### src/rtl/multdiv_pkg.sv
// ---------------------------------------------------------------------------
// multdiv_pkg
// Shared types and constants for the iterative multiply/divide unit.
//   state_t        : controller states (IDLE, MUL, DIV, DONE)
//   mode_t         : selects the single-iteration datapath operation
//   DEFAULT_WIDTH  : default operand/result width
//   INT_MIN        : most negative two's-complement value at DEFAULT_WIDTH
//   CNT_W          : iteration counter width at DEFAULT_WIDTH
// ---------------------------------------------------------------------------
package multdiv_pkg;

  localparam int DEFAULT_WIDTH = 32;

  localparam logic [DEFAULT_WIDTH-1:0] INT_MIN = {1'b1, {(DEFAULT_WIDTH-1){1'b0}}};

  localparam int CNT_W = $clog2(DEFAULT_WIDTH + 1);

  typedef enum logic [1:0] {
    ST_IDLE = 2'd0,
    ST_MUL  = 2'd1,
    ST_DIV  = 2'd2,
    ST_DONE = 2'd3
  } state_t;

  typedef enum logic {
    MODE_MUL = 1'b0,
    MODE_DIV = 1'b1
  } mode_t;

endpackage

### src/rtl/multdiv_step.sv
// ---------------------------------------------------------------------------
// multdiv_step
// Combinational single iteration of the multiply/divide datapath.
//   i_mode : MODE_MUL = shift-add step, MODE_DIV = restoring trial subtract
//   i_acc  : 2*WIDTH accumulator
//            MUL: {partial product high half, remaining multiplier bits}
//            DIV: {partial remainder, remaining dividend / quotient bits}
//   i_opnd : multiplicand magnitude (MUL) or divisor magnitude (DIV)
//   o_acc  : accumulator after one iteration
// ---------------------------------------------------------------------------
module multdiv_step
  import multdiv_pkg::*;
#(
  parameter int WIDTH = DEFAULT_WIDTH
) (
  input  mode_t              i_mode,
  input  logic [2*WIDTH-1:0] i_acc,
  input  logic [WIDTH-1:0]   i_opnd,
  output logic [2*WIDTH-1:0] o_acc
);

  logic [WIDTH:0] w_add;
  logic [WIDTH:0] w_trial;

  always_comb begin
    // MUL: add the multiplicand into the high half when the current
    // multiplier bit (acc LSB) is set; the carry shifts into the top.
    w_add   = {1'b0, i_acc[2*WIDTH-1:WIDTH]}
            + (i_acc[0] ? {1'b0, i_opnd} : {(WIDTH+1){1'b0}});
    // DIV: remainder shifted left by one with the next dividend bit,
    // minus the divisor; a clear top bit means the subtraction fits.
    w_trial = i_acc[2*WIDTH-1:WIDTH-1] - {1'b0, i_opnd};

    o_acc = i_acc;
    if (i_mode == MODE_MUL) begin
      o_acc = {w_add, i_acc[WIDTH-1:1]};
    end else if (!w_trial[WIDTH]) begin
      o_acc = {w_trial[WIDTH-1:0], i_acc[WIDTH-2:0], 1'b1};
    end else begin
      o_acc = {i_acc[2*WIDTH-2:0], 1'b0};
    end
  end

endmodule

### src/rtl/multdiv_unit.sv
// ---------------------------------------------------------------------------
// multdiv_unit
// Iterative signed multiply/divide unit, one bit per clock.
//   clock          : rising-edge clock
//   reset          : asynchronous active-low reset
//   data_operandA  : multiplicand / dividend (two's complement)
//   data_operandB  : multiplier / divisor (two's complement)
//   ctrl_MULT      : start multiply (wins when both starts are high)
//   ctrl_DIV       : start divide
//   data_result    : low WIDTH bits of product, or quotient
//   data_exception : overflow or divide-by-zero, valid with data_resultRDY
//   data_resultRDY : one-cycle strobe, high while the state is DONE
//
// Handshake: a start pulse is accepted on any edge, in any state, and aborts
// whatever is in flight. Result/exception are valid in the cycle that
// data_resultRDY is high and hold until the next completion or reset.
// There is no back-pressure; the consumer must take the result on the strobe.
//
// Build option MULTDIV_EARLY_ZERO_EN: a zero operand (or a zero divisor)
// completes straight from the start edge; otherwise latency is WIDTH+1 edges.
// ---------------------------------------------------------------------------
module multdiv_unit
  import multdiv_pkg::*;
#(
  parameter int WIDTH = DEFAULT_WIDTH
) (
  input  logic             clock,
  input  logic             reset,
  input  logic [WIDTH-1:0] data_operandA,
  input  logic [WIDTH-1:0] data_operandB,
  input  logic             ctrl_MULT,
  input  logic             ctrl_DIV,
  output logic [WIDTH-1:0] data_result,
  output logic             data_exception,
  output logic             data_resultRDY
);

  localparam int             CW   = $clog2(WIDTH + 1);
  localparam logic [CW-1:0]  LAST = CW'(WIDTH);

  state_t               r_state;
  state_t               w_next;
  logic [CW-1:0]        r_cnt;
  logic [2*WIDTH-1:0]   r_acc;
  logic [WIDTH-1:0]     r_opnd;
  logic                 r_neg;
  logic                 r_div0;
  logic [WIDTH-1:0]     r_result;
  logic                 r_exc;

  logic                 w_start_mul;
  logic                 w_start_div;
  logic                 w_start;
  logic                 w_busy;
  logic                 w_early;
  logic                 w_early_exc;
  logic [WIDTH-1:0]     w_mag_a;
  logic [WIDTH-1:0]     w_mag_b;
  logic [2*WIDTH-1:0]   w_step_acc;
  logic [2*WIDTH-1:0]   w_mag_ext;
  logic [2*WIDTH-1:0]   w_signed;
  logic                 w_ovf;
  logic [WIDTH-1:0]     w_fin_result;
  logic                 w_fin_exc;
  mode_t                w_mode;

  assign w_start_mul = ctrl_MULT;
  assign w_start_div = ctrl_DIV & ~ctrl_MULT;
  assign w_start     = w_start_mul | w_start_div;
  assign w_busy      = (r_state == ST_MUL) || (r_state == ST_DIV);

  // Magnitudes as unsigned WIDTH-bit values; INT_MIN maps onto itself,
  // which is the correct unsigned magnitude.
  assign w_mag_a = data_operandA[WIDTH-1] ? -data_operandA : data_operandA;
  assign w_mag_b = data_operandB[WIDTH-1] ? -data_operandB : data_operandB;

`ifdef MULTDIV_EARLY_ZERO_EN
  // A zero divisor is covered by the B==0 term for both modes and is the
  // only early case that raises the exception.
  assign w_early     = w_start & ((data_operandA == '0) | (data_operandB == '0));
  assign w_early_exc = w_start_div & (data_operandB == '0);
`else
  assign w_early     = 1'b0;
  assign w_early_exc = 1'b0;
`endif

  assign w_mode = (r_state == ST_DIV) ? MODE_DIV : MODE_MUL;

  multdiv_step #(.WIDTH(WIDTH)) u_step (
    .i_mode (w_mode),
    .i_acc  (r_acc),
    .i_opnd (r_opnd),
    .o_acc  (w_step_acc)
  );

  // Completion: apply the sign to the full-width magnitude (product, or
  // zero-extended quotient) and flag overflow when the signed value does
  // not fit WIDTH bits, i.e. the top WIDTH+1 bits are not all equal.
  // This also covers INT_MIN / -1, whose quotient magnitude is 2^(WIDTH-1).
  always_comb begin
    w_mag_ext    = (r_state == ST_DIV) ? {{WIDTH{1'b0}}, r_acc[WIDTH-1:0]} : r_acc;
    w_signed     = r_neg ? -w_mag_ext : w_mag_ext;
    w_ovf        = ~((&w_signed[2*WIDTH-1:WIDTH-1]) | ~(|w_signed[2*WIDTH-1:WIDTH-1]));
    w_fin_result = r_div0 ? '0 : w_signed[WIDTH-1:0];
    w_fin_exc    = r_div0 | w_ovf;
  end

  // State register
  always_ff @(posedge clock or negedge reset) begin
    if (!reset) begin
      r_state <= ST_IDLE;
    end else begin
      r_state <= w_next;
    end
  end

  // Next-state logic: a start always wins, even mid-operation.
  always_comb begin
    w_next = r_state;
    if (w_start_mul) begin
      w_next = w_early ? ST_DONE : ST_MUL;
    end else if (w_start_div) begin
      w_next = w_early ? ST_DONE : ST_DIV;
    end else begin
      case (r_state)
        ST_MUL, ST_DIV: if (r_cnt == LAST) w_next = ST_DONE;
        ST_DONE:        w_next = ST_IDLE;
        default:        w_next = r_state;
      endcase
    end
  end

  // Output logic
  always_comb begin
    data_resultRDY = (r_state == ST_DONE);
    data_result    = r_result;
    data_exception = r_exc;
  end

  // Datapath: edges 1..WIDTH after the start iterate, edge WIDTH+1 finalises.
  always_ff @(posedge clock or negedge reset) begin
    if (!reset) begin
      r_cnt    <= '0;
      r_acc    <= '0;
      r_opnd   <= '0;
      r_neg    <= 1'b0;
      r_div0   <= 1'b0;
      r_result <= '0;
      r_exc    <= 1'b0;
    end else if (w_start) begin
      r_cnt  <= '0;
      r_neg  <= data_operandA[WIDTH-1] ^ data_operandB[WIDTH-1];
      r_div0 <= w_start_div & (data_operandB == '0);
      if (w_start_mul) begin
        r_acc  <= {{WIDTH{1'b0}}, w_mag_b};
        r_opnd <= w_mag_a;
      end else begin
        r_acc  <= {{WIDTH{1'b0}}, w_mag_a};
        r_opnd <= w_mag_b;
      end
      if (w_early) begin
        r_result <= '0;
        r_exc    <= w_early_exc;
      end
    end else if (w_busy) begin
      if (r_cnt == LAST) begin
        r_result <= w_fin_result;
        r_exc    <= w_fin_exc;
      end else begin
        r_acc <= w_step_acc;
        r_cnt <= r_cnt + CW'(1);
      end
    end
  end

endmodule
### config.mk
export PLATFORM = sky130hd
export DESIGN_NAME = multdiv_unit
export DESIGN_NICKNAME = d
export VERILOG_FILES = /design/src/rtl/multdiv_pkg.sv /design/src/rtl/multdiv_step.sv /design/src/rtl/multdiv_unit.sv
export SDC_FILE = /design/constraint.sdc
export NUM_CORES = 1
export LEC_CHECK = 0
export CORE_ASPECT_RATIO = 0.6
export CORE_MARGIN = 4
export CORE_UTILIZATION = 50
export DETAILED_ROUTE_END_ITERATION = 10
export PLACE_DENSITY = 0.68
export SYNTH_ARGS = -nofsm -noshare
export SYNTH_HDL_FRONTEND = slang
export SYNTH_SLANG_ARGS = --single-unit
### constraint.sdc
create_clock -name clock -period 11.3 [get_ports clock]
set_input_delay 2.26 -clock clock [delete_from_list [all_inputs] [get_ports clock]]
set_output_delay 2.26 -clock clock [all_outputs]
set_load 0.005 [all_outputs]
==> reports/results.tsv <==
metric	value	unit
Post-synth top cells	nand2_1 (200), o21ai_0 (188), nor2_1 (166), dfrtp_1 (139), a21oi_1 (123)	
Netlist cell types	78	
Min-Delay Path Class	reg2reg	
grt ovf	0	
Layout Utilization	57.3	%
wire per inst	22.7	um
Final Critical Period	6.02	ns
DP Wirelength	38.8	mm
clock root buffer	clkbuf_16	
Slew @ Worst Pin	1.24	ns
ys async rst share	100	%
vias per inst	6.56	
Setup violations, final	0	
Net Count, Synth	2005	
Crit. End Element	flop	
Syn-to-layout area delta	12.2	%
clock group share of total power	29.0	%
status	finished, final reports clean	
Slew Limit Headroom	17.3	%
RSZ-0062 raised after global routing	false	
Mapped Area	14200	um^2
cell taking the most area after synthesis	dfrtp_1	
Mapped Avg Cell Area	7.60	um^2
cell with the most instances after synthesis	nand2_1	
Internal Power	1.15	mW
synth top area cells	dfrtp_1 (25%), o21ai_0 (6.6%), ha_1 (6.3%)	
reg2reg start	r_acc[31]	
Worst Setup SP	ctrl_MULT	
DRC	0	
Leak	6.72	nW
Hold-fix buffers, CTS	0	
DRT antenna net count	0	
Arrival @ worst endpoint	6.33	ns
R2R setup slack	6.04	ns
# rows	47	
clk_skew	0.0107	ns
post-synthesis cell count	1864	
ratio of final minimum period to clock period	53.3	%
post-synthesis sequential area ratio	24.6	%
Max Clock Freq	166	MHz
Sw Pwr	0.816	mW
Most used DFF post-synth	dfrtp_1	
Iter 0 DRT Violations	2005	
DRT Pass-1 Iters	7	
DIE AREA	31200	um^2
Core ar.	27700	um^2
DRT Wirelength	51.3	mm
first-pass GRT wire length	78.5	mm
#FFs+latches synth	139	
clock slew at reported path FFs	0.07	ns
final-report max-slew violation count	0	
Worst setup endpoint	data_exception	
RR Endpoint	r_acc[44]	
Peak VDD IR	104	uV
R2R cell count	15	
height of the die	138	um
initial antenna violation count	1	
vias in the first global route	13100	
Comb power frac	38.1	%
via count	14800	
Final Hold Viols	0	
switch share	41.5	%
chip width	225	um
Critical Path RT	11.61	ns
maximum clock path buffer count	2	
share of cells above drive strength 1	4.43	%
postcts setup bufs	0	
H-tree depth	4	
final-stage net count	2023	
Yosys top cell area share	24.6	%
clock latency on the worst-skew pair	0.45	ns
Pwr Density	124	nW/um^2
effective utilization at floorplan	51.1	%
CTS tree	yes	
TNS Setup	0	ns
Max FO, Critical Path	39	
Synth Warn #	0	
largest net degree at the start of global routing	103	
sequential power share	32.9	%
# diodes	0	
Fill cells	2591	
Post-synth EDFFs	0	
GPL Wtd Cong	0.981	
CTS sink count	139	
PortBufs	101	
total CTS buffers	17	
Setup CP Type	in2reg	
post-CTS sizing	0	
Worst Setup Start Kind	input port	
max_cap viols	0	
IO Count	102	
GRT Total Usage	31.9	%
final cells by class:
type	instances	area [um^2]	area share [%]
Clock buffer	17	425	2.68
Timing Repair Buffer	120	1140	7.21
Multi-Input combinational cell	1534	9950	62.7
Inverter	70	263	1.65
Sequential cell	139	3480	21.9
Clock inverter	15	153	0.961
Tap cell	367	459	2.89
per-layer routing:
layer	global-route usage [%]	wire length [um]	vias to the layer above
li1	-	-	6892
met3	7.39	6260	56
met1	52.8	24400	7055
met4	5.73	783	0
met2	41.3	19800	842
met5	0	0	-
power groups by stage:
stage               clock [mW]  sequential (mW)  combinational [mW]
CTS                      0.574            0.638               0.734
global route             0.597            0.649               0.817
floorplan                    0            0.591               0.530
finish                   0.570            0.646               0.749
global placement             0            0.646               0.720
detailed placement           0            0.647               0.729
critical path, stage by stage:
cell and delay (ns):
buf_2 0.12, inv_1 0.72, nand2_1 0.65, or3_1 0.55
buf_4 0.26, or2_2 0.51, nor4_1 0.34, nand3_1 0.11
or4_1 0.47, o32ai_1 0.26, a31oi_1 0.07
worst min-delay path by stage:
stage	start	to	slack [ns]	depth (start not counted)
after global routing	data_result[17]	data_result[17]	0.51	2
after CTS	data_result[31]	data_result[31]	0.49	2
after detailed placement	data_result[31]	data_result[31]	0.47	2
after floorplan	data_result[31]	data_result[31]	0.47	2
final	data_result[23]	data_result[23]	0.48	2
after global placement	data_result[10]	data_result[10]	0.46	2
flip-flops by register name (all words and copies together) (netlist names):
register / flops
r_opnd: 32
r_div0: 1
data_exception: 1
r_cnt: 6
r_neg: 1
r_state: 2
r_acc: 64
data_result: 32
kinds of logic after synthesis:
group,after synthesis,synth area share [%]
AO/OA/AOI/OAI,635,29.1
AND/OR/NAND/NOR,619,21.1
buffers and inverters,191,5.28
XOR/XNOR,149,9.22
flip-flops,139,24.6
adder cells (fa/ha/maj),73,6.56
multiplexers,58,4.15
metrics by stage:
stage | hold WS (ns) | area [um^2] | cells | power [mW] | setup slack, ns
after floorplan | 0.470 | 14200 | 1864 | 1.12 | 6.47
after global placement | 0.463 | 15300 | 2230 | 1.37 | 4.99
after detailed placement | 0.471 | 15300 | 2230 | 1.38 | 4.90
after CTS | 0.487 | 15900 | 2262 | 1.95 | 5.37
after global routing | 0.515 | 15900 | 2262 | 2.06 | 5.01
final | 0.483 | 15900 | 2262 | 1.97 | 5.28
placed cells by master (no fill, tap or decap), types with 8 or more instances in the layout:
| cell type | n |
|---|---|
| a2111oi_0 | 9 |
| a211oi_1 | 41 |
| a21o_1 | 39 |
| a21oi_1 | 123 |
| a31oi_1 | 27 |
| a41oi_1 | 8 |
| and2_1 | 11 |
| and3_1 | 9 |
| buf_4 | 19 |
| clkbuf_16 | 17 |
| clkdlybuf4s50_1 | 98 |
| dfrtp_1 | 138 |
| ha_1 | 70 |
| inv_1 | 68 |
| mux2i_1 | 52 |
| nand2_1 | 200 |
| nand2b_1 | 20 |
| nand3_1 | 21 |
| nand3b_1 | 8 |
| nand4_1 | 15 |
| nor2_1 | 164 |
| nor2b_1 | 24 |
| nor3_1 | 37 |
| nor4_1 | 31 |
| o2111ai_1 | 8 |
| o211ai_1 | 24 |
| o21a_1 | 29 |
| o21ai_0 | 188 |
| o31ai_1 | 34 |
| o41ai_1 | 17 |
| or2_2 | 8 |
| or3_1 | 23 |
| or4_1 | 23 |
| xnor2_1 | 68 |
| xor2_1 | 81 |
Power figures use the tool's default switching activity.
